===== config.mk =====
export PLATFORM = sky130hd
export DESIGN_NAME = vcpu32_fetch_stage
export DESIGN_NICKNAME = d
export VERILOG_FILES = /design/src/rtl/vcpu32_fetch_stage.sv
export SDC_FILE = /design/constraint.sdc
export NUM_CORES = 1
export LEC_CHECK = 0
export CAP_MARGIN = 10
export CORE_ASPECT_RATIO = 1.2
export CORE_MARGIN = 4
export CORE_UTILIZATION = 40
export DETAILED_ROUTE_END_ITERATION = 12
export DONT_BUFFER_PORTS = 1
export REMOVE_ABC_BUFFERS = 1
export SETUP_SLACK_MARGIN = 0.5
export SKIP_CTS_REPAIR_TIMING = 1
export SYNTH_ARGS = -nofsm -noshare
export SYNTH_HDL_FRONTEND = slang
export SYNTH_SLANG_ARGS = --single-unit

===== constraint.sdc =====
create_clock -name clk -period 3.6 [get_ports clk]
set_clock_uncertainty 0.15 [all_clocks]
set_input_delay 0.54 -clock clk [delete_from_list [all_inputs] [get_ports clk]]
set_output_delay 0.54 -clock clk [all_outputs]
set_load 0.03 [all_outputs]

===== src/rtl/vcpu32_fetch_stage.sv =====
// Instruction fetch stage for vcpu32: owns the fetch PC, keeps up to DEPTH memory requests
// in flight, buffers in-order responses in a FIFO and hands {pc, instr} packets to decode.
module vcpu32_fetch_stage #(
    parameter int          DEPTH    = 4,
    parameter logic [31:0] RESET_PC = 32'h0000_0000
) (
    input  logic        clk,
    input  logic        rst,
    output logic        imem_req_valid,
    input  logic        imem_req_ready,
    output logic [31:0] imem_req_addr,
    input  logic        imem_rsp_valid,
    input  logic [31:0] imem_rsp_data,
    input  logic        imem_rsp_err,
    input  logic        redirect_valid,
    input  logic [31:0] redirect_pc,
    output logic        out_valid,
    input  logic        out_ready,
    output logic [31:0] out_pc,
    output logic [31:0] out_instr,
    output logic        out_err,
    output logic        fetch_halted
);

    localparam int AW = $clog2(DEPTH);
    localparam int CW = AW + 1;

    typedef enum logic {RUN, HALT} state_t;

    state_t          r_state;
    state_t          w_stateNext;
    logic [31:0]     r_pc;
    logic [CW-1:0]   r_inflight;
    logic [CW-1:0]   r_discard;
    logic [CW-1:0]   r_count;
    logic [AW-1:0]   r_aqWr;
    logic [AW-1:0]   r_aqRd;
    logic [AW-1:0]   r_wrPtr;
    logic [AW-1:0]   r_rdPtr;
    logic [31:0]     r_aqAddr    [DEPTH];
    logic [31:0]     r_fifoPc    [DEPTH];
    logic [31:0]     r_fifoInstr [DEPTH];
    logic [DEPTH-1:0] r_fifoErr;

    logic [CW:0]     w_used;
    logic            w_issue;
    logic            w_rspTaken;
    logic            w_push;
    logic            w_pop;
    logic [CW-1:0]   w_inflightNext;
    logic            w_unusedLsbs;

    // Buffered packets plus outstanding requests must fit in the FIFO, so a push can never overflow.
    assign w_used         = {1'b0, r_count} + {1'b0, r_inflight};
    assign imem_req_valid = rst & (r_state == RUN) & ~redirect_valid & (w_used < (CW + 1)'(DEPTH));
    assign imem_req_addr  = r_pc;
    assign w_issue        = imem_req_valid & imem_req_ready;
    assign w_rspTaken     = imem_rsp_valid & (r_inflight != '0);
    assign w_push         = w_rspTaken & (r_discard == '0) & ~redirect_valid;
    assign out_valid      = (r_count != '0) & ~redirect_valid;
    assign w_pop          = out_valid & out_ready;
    assign w_inflightNext = r_inflight + CW'(w_issue) - CW'(w_rspTaken);
    assign w_unusedLsbs   = ^redirect_pc[1:0];

    assign out_pc       = r_fifoPc[r_rdPtr];
    assign out_instr    = r_fifoInstr[r_rdPtr];
    assign out_err      = r_fifoErr[r_rdPtr];
    assign fetch_halted = (r_state == HALT);

    always_ff @(posedge clk or negedge rst) begin
        if (!rst) begin
            r_state <= RUN;
        end else begin
            r_state <= w_stateNext;
        end
    end

    always_comb begin
        w_stateNext = r_state;
        if (redirect_valid) begin
            w_stateNext = RUN;
        end else if (w_push && imem_rsp_err) begin
            w_stateNext = HALT;
        end
    end

    // Every response pops the address tag queue, including responses that are being discarded.
    always_ff @(posedge clk or negedge rst) begin
        if (!rst) begin
            r_pc       <= RESET_PC;
            r_inflight <= '0;
            r_discard  <= '0;
            r_aqWr     <= '0;
            r_aqRd     <= '0;
            for (int i = 0; i < DEPTH; i++) begin
                r_aqAddr[i] <= '0;
            end
        end else begin
            if (redirect_valid) begin
                r_pc <= {redirect_pc[31:2], 2'b00};
            end else if (w_issue) begin
                r_pc <= r_pc + 32'd4;
            end
            if (w_issue) begin
                r_aqAddr[r_aqWr] <= r_pc;
                r_aqWr           <= r_aqWr + 1'b1;
            end
            if (w_rspTaken) begin
                r_aqRd <= r_aqRd + 1'b1;
            end
            r_inflight <= w_inflightNext;
            if (redirect_valid) begin
                r_discard <= w_inflightNext;
            end else if (w_rspTaken && (r_discard != '0)) begin
                r_discard <= r_discard - 1'b1;
            end
        end
    end

    always_ff @(posedge clk or negedge rst) begin
        if (!rst) begin
            r_wrPtr   <= '0;
            r_rdPtr   <= '0;
            r_count   <= '0;
            r_fifoErr <= '0;
            for (int i = 0; i < DEPTH; i++) begin
                r_fifoPc[i]    <= '0;
                r_fifoInstr[i] <= '0;
            end
        end else if (redirect_valid) begin
            r_wrPtr <= '0;
            r_rdPtr <= '0;
            r_count <= '0;
        end else begin
            if (w_push) begin
                r_fifoPc[r_wrPtr]    <= r_aqAddr[r_aqRd];
                r_fifoInstr[r_wrPtr] <= imem_rsp_data;
                r_fifoErr[r_wrPtr]   <= imem_rsp_err;
                r_wrPtr              <= r_wrPtr + 1'b1;
            end
            if (w_pop) begin
                r_rdPtr <= r_rdPtr + 1'b1;
            end
            r_count <= r_count + CW'(w_push) - CW'(w_pop);
        end
    end

endmodule


Word level (Yosys, flattened, before mapping)
Cells that the tools add are included.
{"block": "classes", "muxes": 32, "addsub": 11, "reduce_logical": 15, "magnitude_cmp": 10, "bitwise_logic": 15}
{"op": "bitwise mux 128 bit", "count": 3}
{"op": "two-way mux 32 bit", "count": 10}
{"op": "binary-select mux 32 bit (select 2 bit)", "count": 3}
{"op": "demux 32 bit (select 2 bit)", "count": 2}
{"op": "adder 32 x 3 -> 32 bit (second input constant)", "count": 1}
{"op": "greater-or-equal comparator 3 bit (second input constant)", "count": 4}
{"op": "inverter 2 -> 3 bit", "count": 4}
{"op": "nonzero test 2 bit", "count": 5}
{"op": "AND 1 bit", "count": 9}
{"op": "two-way mux 3 bit", "count": 3}
{"op": "nonzero test 3 bit", "count": 3}
{"op": "adder 2 x 1 -> 2 bit (second input constant)", "count": 4}
{"op": "two-way mux 2 bit", "count": 4}
{"op": "adder 3 x 1 -> 3 bit", "count": 2}
{"op": "< comparator 2 x 3 -> 1 bit (second input constant)", "count": 2}
{"op": "< comparator 3 x 1 -> 1 bit (second input constant)", "count": 2}
{"op": "subtractor 3 x 1 -> 3 bit", "count": 2}
{"op": "logical AND 1 bit", "count": 5}
{"op": "adder 3 x 3 -> 4 bit", "count": 1}
{"op": "bitwise mux 4 bit", "count": 1}
{"op": "< comparator 4 x 3 -> 1 bit (second input constant)", "count": 1}
{"op": "two-way mux 1 bit", "count": 4}
{"op": "zero test 3 bit", "count": 1}
{"op": "subtractor 3 x 1 -> 3 bit (second input constant)", "count": 1}
{"op": "other kinds (5)", "count": 6}
{"block": "totals", "regBits": 438, "elab_cells": 105, "in_bits": 71}

Longest topological paths before layout
Gate-level depths: netlist of run 1.
{"block": "depth", "depth_word": 8, "depth_mapped": 13}

Worst setup path before layout of run 1
OpenSTA, ideal clock, no wires.
{"block": "synth_path", "path_kind": "register to register", "start": "reg r_inflight[2]", "end": "reg r_discard[2]", "required_time_ps": 3315, "period_less_slack_ps": 2996, "n_path_buf": 2, "arrival_time_ps": 2711, "path_stages_with_launch": 14, "slack_ps": 604, "cell_sequence": "dfrtp_1 > ha_1 > nor4b_1 > and4_1 > buf_2 > inv_2 > clkbuf_1 > ha_1 > inv_1 > ha_1 > fa_1 > xnor2_1 > nand2_1 > o21ai_0"}
{"block": "synth_between", "elab_chain_len": 7, "word_cells_on_any_way": 11}
{"item": "start: declaration", "line_no": "33", "source": "logic [CW-1:0] r_inflight;"}
{"item": "start signal: assignment", "line_no": "111", "source": "r_inflight <= w_inflightNext;"}
{"item": "adder 3 x 3 -> 4 bit", "line_no": "54", "source": "assign w_used = {1'b0, r_count} + {1'b0, r_inflight};"}
{"item": "< comparator 4 x 3 -> 1 bit", "line_no": "55", "source": "assign imem_req_valid = rst & (r_state == RUN) & ~redirect_valid & (w_used < (CW + 1)'(DEPTH));"}
{"item": "AND 1 bit", "line_no": "55"}
{"item": "AND 1 bit", "line_no": "57", "source": "assign w_issue = imem_req_valid & imem_req_ready;"}
{"item": "adder 3 x 1 -> 3 bit", "line_no": "62", "source": "assign w_inflightNext = r_inflight + CW'(w_issue) - CW'(w_rspTaken);"}
{"item": "subtractor 3 x 1 -> 3 bit (*)", "line_no": "62"}
{"item": "named net w_inflightNext[2]", "line_no": "50", "source": "logic [CW-1:0] w_inflightNext;"}
{"item": "two-way mux 3 bit (*)", "line_no": "112", "source": "if (redirect_valid) begin"}
{"item": "end signal: assignment", "line_no": "113", "source": "r_discard <= w_inflightNext;"}
{"item": "end signal: assignment", "line_no": "115", "source": "r_discard <= r_discard - 1'b1;"}
{"item": "end: declaration", "line_no": "34", "source": "logic [CW-1:0] r_discard;"}
Mark *: on every way through the listed nets, which the timed path passes. The rest lies on a longest branch.
A chain may end at the register's enable or synchronous reset.

Worst setup path in the final report of run 1
{"block": "layout_path", "start": "reg r_rdPtr[0]", "end": "out out_pc[27]"}
{"block": "layout_between", "elab_chain_len": 4}
{"item": "start: declaration", "line_no": "39", "source": "logic [AW-1:0] r_rdPtr;"}
{"item": "start signal: assignment", "line_no": "142", "source": "r_rdPtr <= r_rdPtr + 1'b1;"}
{"item": "inverter 2 -> 3 bit (not written as such)", "line_no": "65", "source": "assign out_pc = r_fifoPc[r_rdPtr];"}
{"item": "binary-select mux 32 bit (select 2 bit)", "line_no": "65"}
{"item": "two-way mux 32 bit (not written as such) (2 in series)", "line_no": "65"}
{"item": "end: declaration", "line_no": "19", "source": "output logic [31:0] out_pc,"}
Every way passes these cells. The select of a mux whose other input is x is not followed.

==> impl_metrics.toml, run 1 <==
[status]
status = "complete, but fails checks"
violations = "hold timing, slew limit"

[setup_path]
end_kind = "primary output"
crit_path_start_kind = "flop"
path_max_fanout = 26
cp.required_ns = 2.91
worstSetupPathType = "flop to primary output"
path_buf_inv = 1
crit_arrival_ns = 2.26
slowest_stage = "mux4_2"
cp_top_family = "multiplexers"
path_cells = "buf_12, mux4_2"
max_stage_delay_ns = 0.69

[finish]
seq_area_um2 = 10500
drive_gt1_frac = 0.444
finalNetCount = 1383
final_common_cell = "dfrtp_1"
final_util = 0.455
fillers = 4306
multi_input_area_um2 = 8800
diodes = 0
final_cell_mix = "dfrtp_1, mux2_4, mux2_2"
area_growth_pct = 12.8

[clock_tree]
cts.sinks = 420
path_clk_slew_ns = 0.06
clock_path_buffers = 3
root_buffer = "clkbuf_16"
cts_htree_levels = 2
clock_latency_ns = 0.59
cts_buffers = 46
cts_tree = "built"

[grt]
overflow = 0
antenna_found_initial = 0
grt_pass1_vias = 11500
grt_pass1_wl_mm = 71.3
grt_max_degree = 422
grtUsageTotal = 0.169

[logic_synthesis]
syn_inst = 1243
synth_edf_count = 0
syn_avg_cell_area_um2 = 16.3
yosysUniqueCellTypes = 52
ys_ff_latch = 420
synthArstFlopShare = 1.00
ys.flop_type = "dfrtp_1"
syn_area_um2 = 20200
yosysWarningCount = 0
ys_seq_area_frac = 0.520

[drt]
wirelength_mm = 46.5
drtAntennaViolNets = 0
vias = 10800
firstDrtPassIters = 5
avgRoutedWirePerCell_um = 23.6
drtIter0Drc = 780
vias_per_cell = 5.47
drc_errors = 0

[pwr]
total_power_mw = 17.3
combPwrFrac = 0.311
ir_drop_v = 0.000423
intPower_mw = 11.7
power.switching_mw = 5.64
power_density_nw_per_um2 = 761
swShare = 0.325
p_clk_frac = 0.288
p_leak_nw = 10.3
pwr-share-seq = 0.401

[timing]
tightest_slew_ns = 1.60
fin_crit_sh = 0.820
setup_viol = 0
layout_min_cycle_time_ns = 2.95
max_slew_margin = -0.0635
rsz0062_at_grt = "false"
drv_slew = 96
hold_viol = 420
hold-worst-slack_ns = -0.495
clock.fmax_ghz = 0.339

[die]
start_util = 0.403
rows = 90
pin_count = 171
fp.dieW_um = 213
die_area_um2 = 54200
core_um2 = 50100
fp.dieH_um = 254

[placed_design]
place_hpwl_mm = 28.4
numPortBuffers = 0
place.gp.congestion = 0.717

[worst_hold_path]
hold_path.class = "primary input to asynchronous set/reset pin"

[job]
max_cap_violations = 0
sequential cells by signal, summed over array words and instances, names as in the netlist:
register,cells
r_fifoInstr,128
r_discard,3
r_aqRd,2
r_fifoErr,4
r_inflight,3
r_count,3
r_fifoPc,120
r_rdPtr,2
fetch_halted,1
r_aqAddr,120
r_aqWr,2
r_wrPtr,2
imem_req_addr,30
area by class of cell:
type                            instances  area share
Tap cell                              644      0.0353
Multi-Input combinational cell        716       0.386
Sequential cell                       420       0.461
Inverter                               17     0.00280
Clock buffer                           63      0.0582
Clock inverter                         20      0.0122
Timing Repair Buffer                   92      0.0443
cell families after synthesis:
family	Yosys count	share of synthesized area
other	1	0.000185
AOI/OAI and AO/OA	87	0.0290
and+or+nand+nor	132	0.0341
muxes	463	0.354
xor gates and xnor gates	11	0.00477
DFF	420	0.520
buffers and inverters	110	0.0454
adders and majority gates	19	0.0125
path summary, 6_finish.rpt:
kind,start,endpoint,slack [ns],cells past startpoint
min in group clk,redirect_valid,imem_req_addr[18],0.03,3
worst max-delay path,r_rdPtr[0],out_pc[27],0.65,2
worst min-delay path,rst,r_fifoInstr[107],-0.49,0
worst max register to register,imem_req_addr[7],imem_req_addr[19],0.76,5
worst min register to register,r_aqAddr[101],r_aqAddr[101],0.34,2
max in group asynchronous,rst,r_fifoInstr[41],2.51,0
per-layer routing:
| metal | wire [µm] | global-route usage |
|---|---|---|
| met1 | 20700 | 0.231 |
| met2 | 22600 | 0.276 |
| met3 | 2230 | 0.0356 |
| met4 | 913 | 0.0488 |
| met5 | 0 | 0 |
synthesized netlist by cell type, types with 10 or more instances:
cell        n  area, µm²
ha_1       17        213
mux4_2     93       2090
o21ai_0    34        170
dfrtp_1   420      10500
mux2_4    240       3600
nand4_1    10       62.6
clkbuf_1   33        124
mux2_2    128       1440
nor2_1     23       86.3
a21oi_1    10       50.1
nand2_1    49        184
nand3_1    12       60.1
buf_2      22        110
inv_1      15       56.3
buf_12     28        561
per-stage QoR:
| stage | instances | area, µm² | setup slack [ns] | TNS (ns) | hold slack (ns) |
|---|---|---|---|---|---|
| 2_1_floorplan | 1153 | 19400 | -0.415 | -26.12 | 0.0944 |
| 3_3_place_gp | 1832 | 20600 | 0.798 | 0 | 0.104 |
| 3_5_place_dp | 1832 | 20600 | 0.733 | 0 | 0.106 |
| 4_1_cts | 1915 | 22200 | 0.421 | 0 | -0.542 |
| 5_1_grt | 1972 | 22800 | 0.544 | 0 | -0.537 |
| 6_report | 1972 | 22800 | 0.647 | 0 | -0.495 |
power groups by stage:
stage / Combinational (mW) / Sequential, mW / Clock, mW
2_1_floorplan: 4.22 / 6.93 / 0
3_5_place_dp: 5.34 / 7.06 / 0
6_report: 5.39 / 6.96 / 5.00
4_1_cts: 5.35 / 6.99 / 5.16
5_1_grt: 5.78 / 7.13 / 5.33
3_3_place_gp: 5.25 / 6.98 / 0
Note: power is estimated with default switching activity, not from simulation.
==> inputs of run 2 (changes only) <==
clock period = 3.1 ns   (was 3.6 ns; I/O delays follow)
==> impl_metrics.toml, run 2 (synthesized netlist as in run 1, its figures left out) <==
[pwr]
power_density_nw_per_um2 = 874
swShare = 0.325
ir_drop_v = 0.000623
combPwrFrac = 0.342
power.switching_mw = 6.65
p_leak_nw = 10.6
total_power_mw = 20.5
pwr-share-seq = 0.384
intPower_mw = 13.8
p_clk_frac = 0.274

[timing]
fin_setup_tns_ns = 0
hold_viol = 420
layout_min_cycle_time_ns = 2.79
tightest_slew_ns = 2.03
fin_crit_sh = 0.900
setup_ws_ns = 0.309
drv_slew = 206
rsz0062_at_grt = "true"
max_slew_margin = -0.355
hold-worst-slack_ns = -0.554
clock.fmax_ghz = 0.358
setup_viol = 0

[clock_tree]
clock_latency_ns = 0.58
cts.sinks = 420
cts_htree_levels = 2
path_clk_slew_ns = 0.06
clock_path_buffers = 3
root_buffer = "clkbuf_16"
cts_tree = "built"
cts_buffers = 46

[grt]
grt_pass1_wl_mm = 72.0
grtUsageTotal = 0.171
grt_max_degree = 422
overflow = 0
grt_pass1_vias = 11500
antenna_found_initial = 0

[setup_path]
cp_top_family = "adder cells"
path_buf_inv = 3
cp.required_ns = 3.42
slowest_stage = "nor4b_4"
path_depth = 9
crit_path_start_kind = "primary input"
max_stage_delay_ns = 0.41
path_cells = "nor4b_4, and4_1, inv_2, ha_4, inv_2, ha_4, fa_2, xnor2_2, buf_4"
rr_worst_depth = 12
worstSetupPathType = "primary input to flop"
crit_arrival_ns = 3.11
end_kind = "flop"
path_max_fanout = 421

[die]
die_area_um2 = 54200
pin_count = 171
fp.dieH_um = 254
start_util = 0.403
rows = 90
core_um2 = 50100
fp.dieW_um = 213

[finish]
fillers = 4312
drive_gt1_frac = 0.470
final_common_cell = "dfrtp_1"
final_util = 0.467
finalNetCount = 1447
final_cells = 2031
top_register = "r_fifoInstr"
largest_reg_flops = 128
area_growth_pct = 15.8
final_cell_mix = "dfrtp_1, mux2_4, mux2_2"
largestRegisters = "r_fifoInstr (128), r_aqAddr (120), r_fifoPc (120)"
diodes = 0

[drt]
wirelength_mm = 48.1
drtIter0Drc = 766
drtAntennaViolNets = 0
drc_errors = 0
vias = 10900
avgRoutedWirePerCell_um = 23.7
vias_per_cell = 5.38
firstDrtPassIters = 6

[placed_design]
place.gp.congestion = 0.732
pre_cts_slack_ns = 0.318
dp_cells = 1855
place_hpwl_mm = 28.5
numPortBuffers = 0

[worst_hold_path]
hold_path.class = "primary input to asynchronous set/reset pin"

[job]
max_cap_violations = 0

[status]
status = "complete, but fails checks"
violations = "hold timing, slew limit"
## run 2: stage by stage
| stage | instance area, µm² | hold WS, ns |
|---|---|---|
| 2_1_floorplan | 19400 | 0.0194 |
| 3_3_place_gp | 20800 | 0.0290 |
| 3_5_place_dp | 20800 | 0.0308 |
| 4_1_cts | 22300 | -0.595 |
| 5_1_grt | 23400 | -0.592 |
| 6_report | 23400 | -0.554 |
## run 2: per-layer routing
layer | wire, µm | track usage | part of all wire
met1 | 20700 | 0.231 | 0.43
met2 | 23400 | 0.278 | 0.49
met3 | 3050 | 0.0474 | 0.063
met4 | 942 | 0.0401 | 0.020
met5 | 0 | 0 | 0
## run 2: worst paths after layout
check / start / slack [ns] / end
min in group clk: redirect_valid / 0.01 / imem_req_addr[20]
worst min-delay path: rst / -0.55 / r_fifoInstr[78]
worst max-delay path: rst / 0.31 / r_inflight[2]
worst max register to register: r_inflight[2] / 0.47 / r_count[1]
max in group asynchronous: rst / 1.73 / r_fifoInstr[41]
worst min register to register: r_aqRd[1] / 0.32 / r_aqRd[1]
## run 2: area by class of cell
cell class	count	area (µm²)	area share
Sequential cell	420	10500	0.450
Timing Repair Buffer	155	1600	0.0685
Inverter	17	63.8	0.00273
Clock buffer	62	1310	0.0561
Multi-Input combinational cell	717	8880	0.380
Tap cell	644	806	0.0344
Clock inverter	16	211	0.00904
## run 2: power by group through the flow
| stage | clock, mW | combinational (mW) | sequential, mW |
|---|---|---|---|
| 2_1_floorplan | 0 | 4.91 | 8.05 |
| 6_report | 5.61 | 7.00 | 7.85 |
| 5_1_grt | 6.01 | 7.52 | 8.02 |
| 4_1_cts | 5.81 | 6.50 | 7.89 |
| 3_3_place_gp | 0 | 6.37 | 7.89 |
| 3_5_place_dp | 0 | 6.48 | 7.96 |
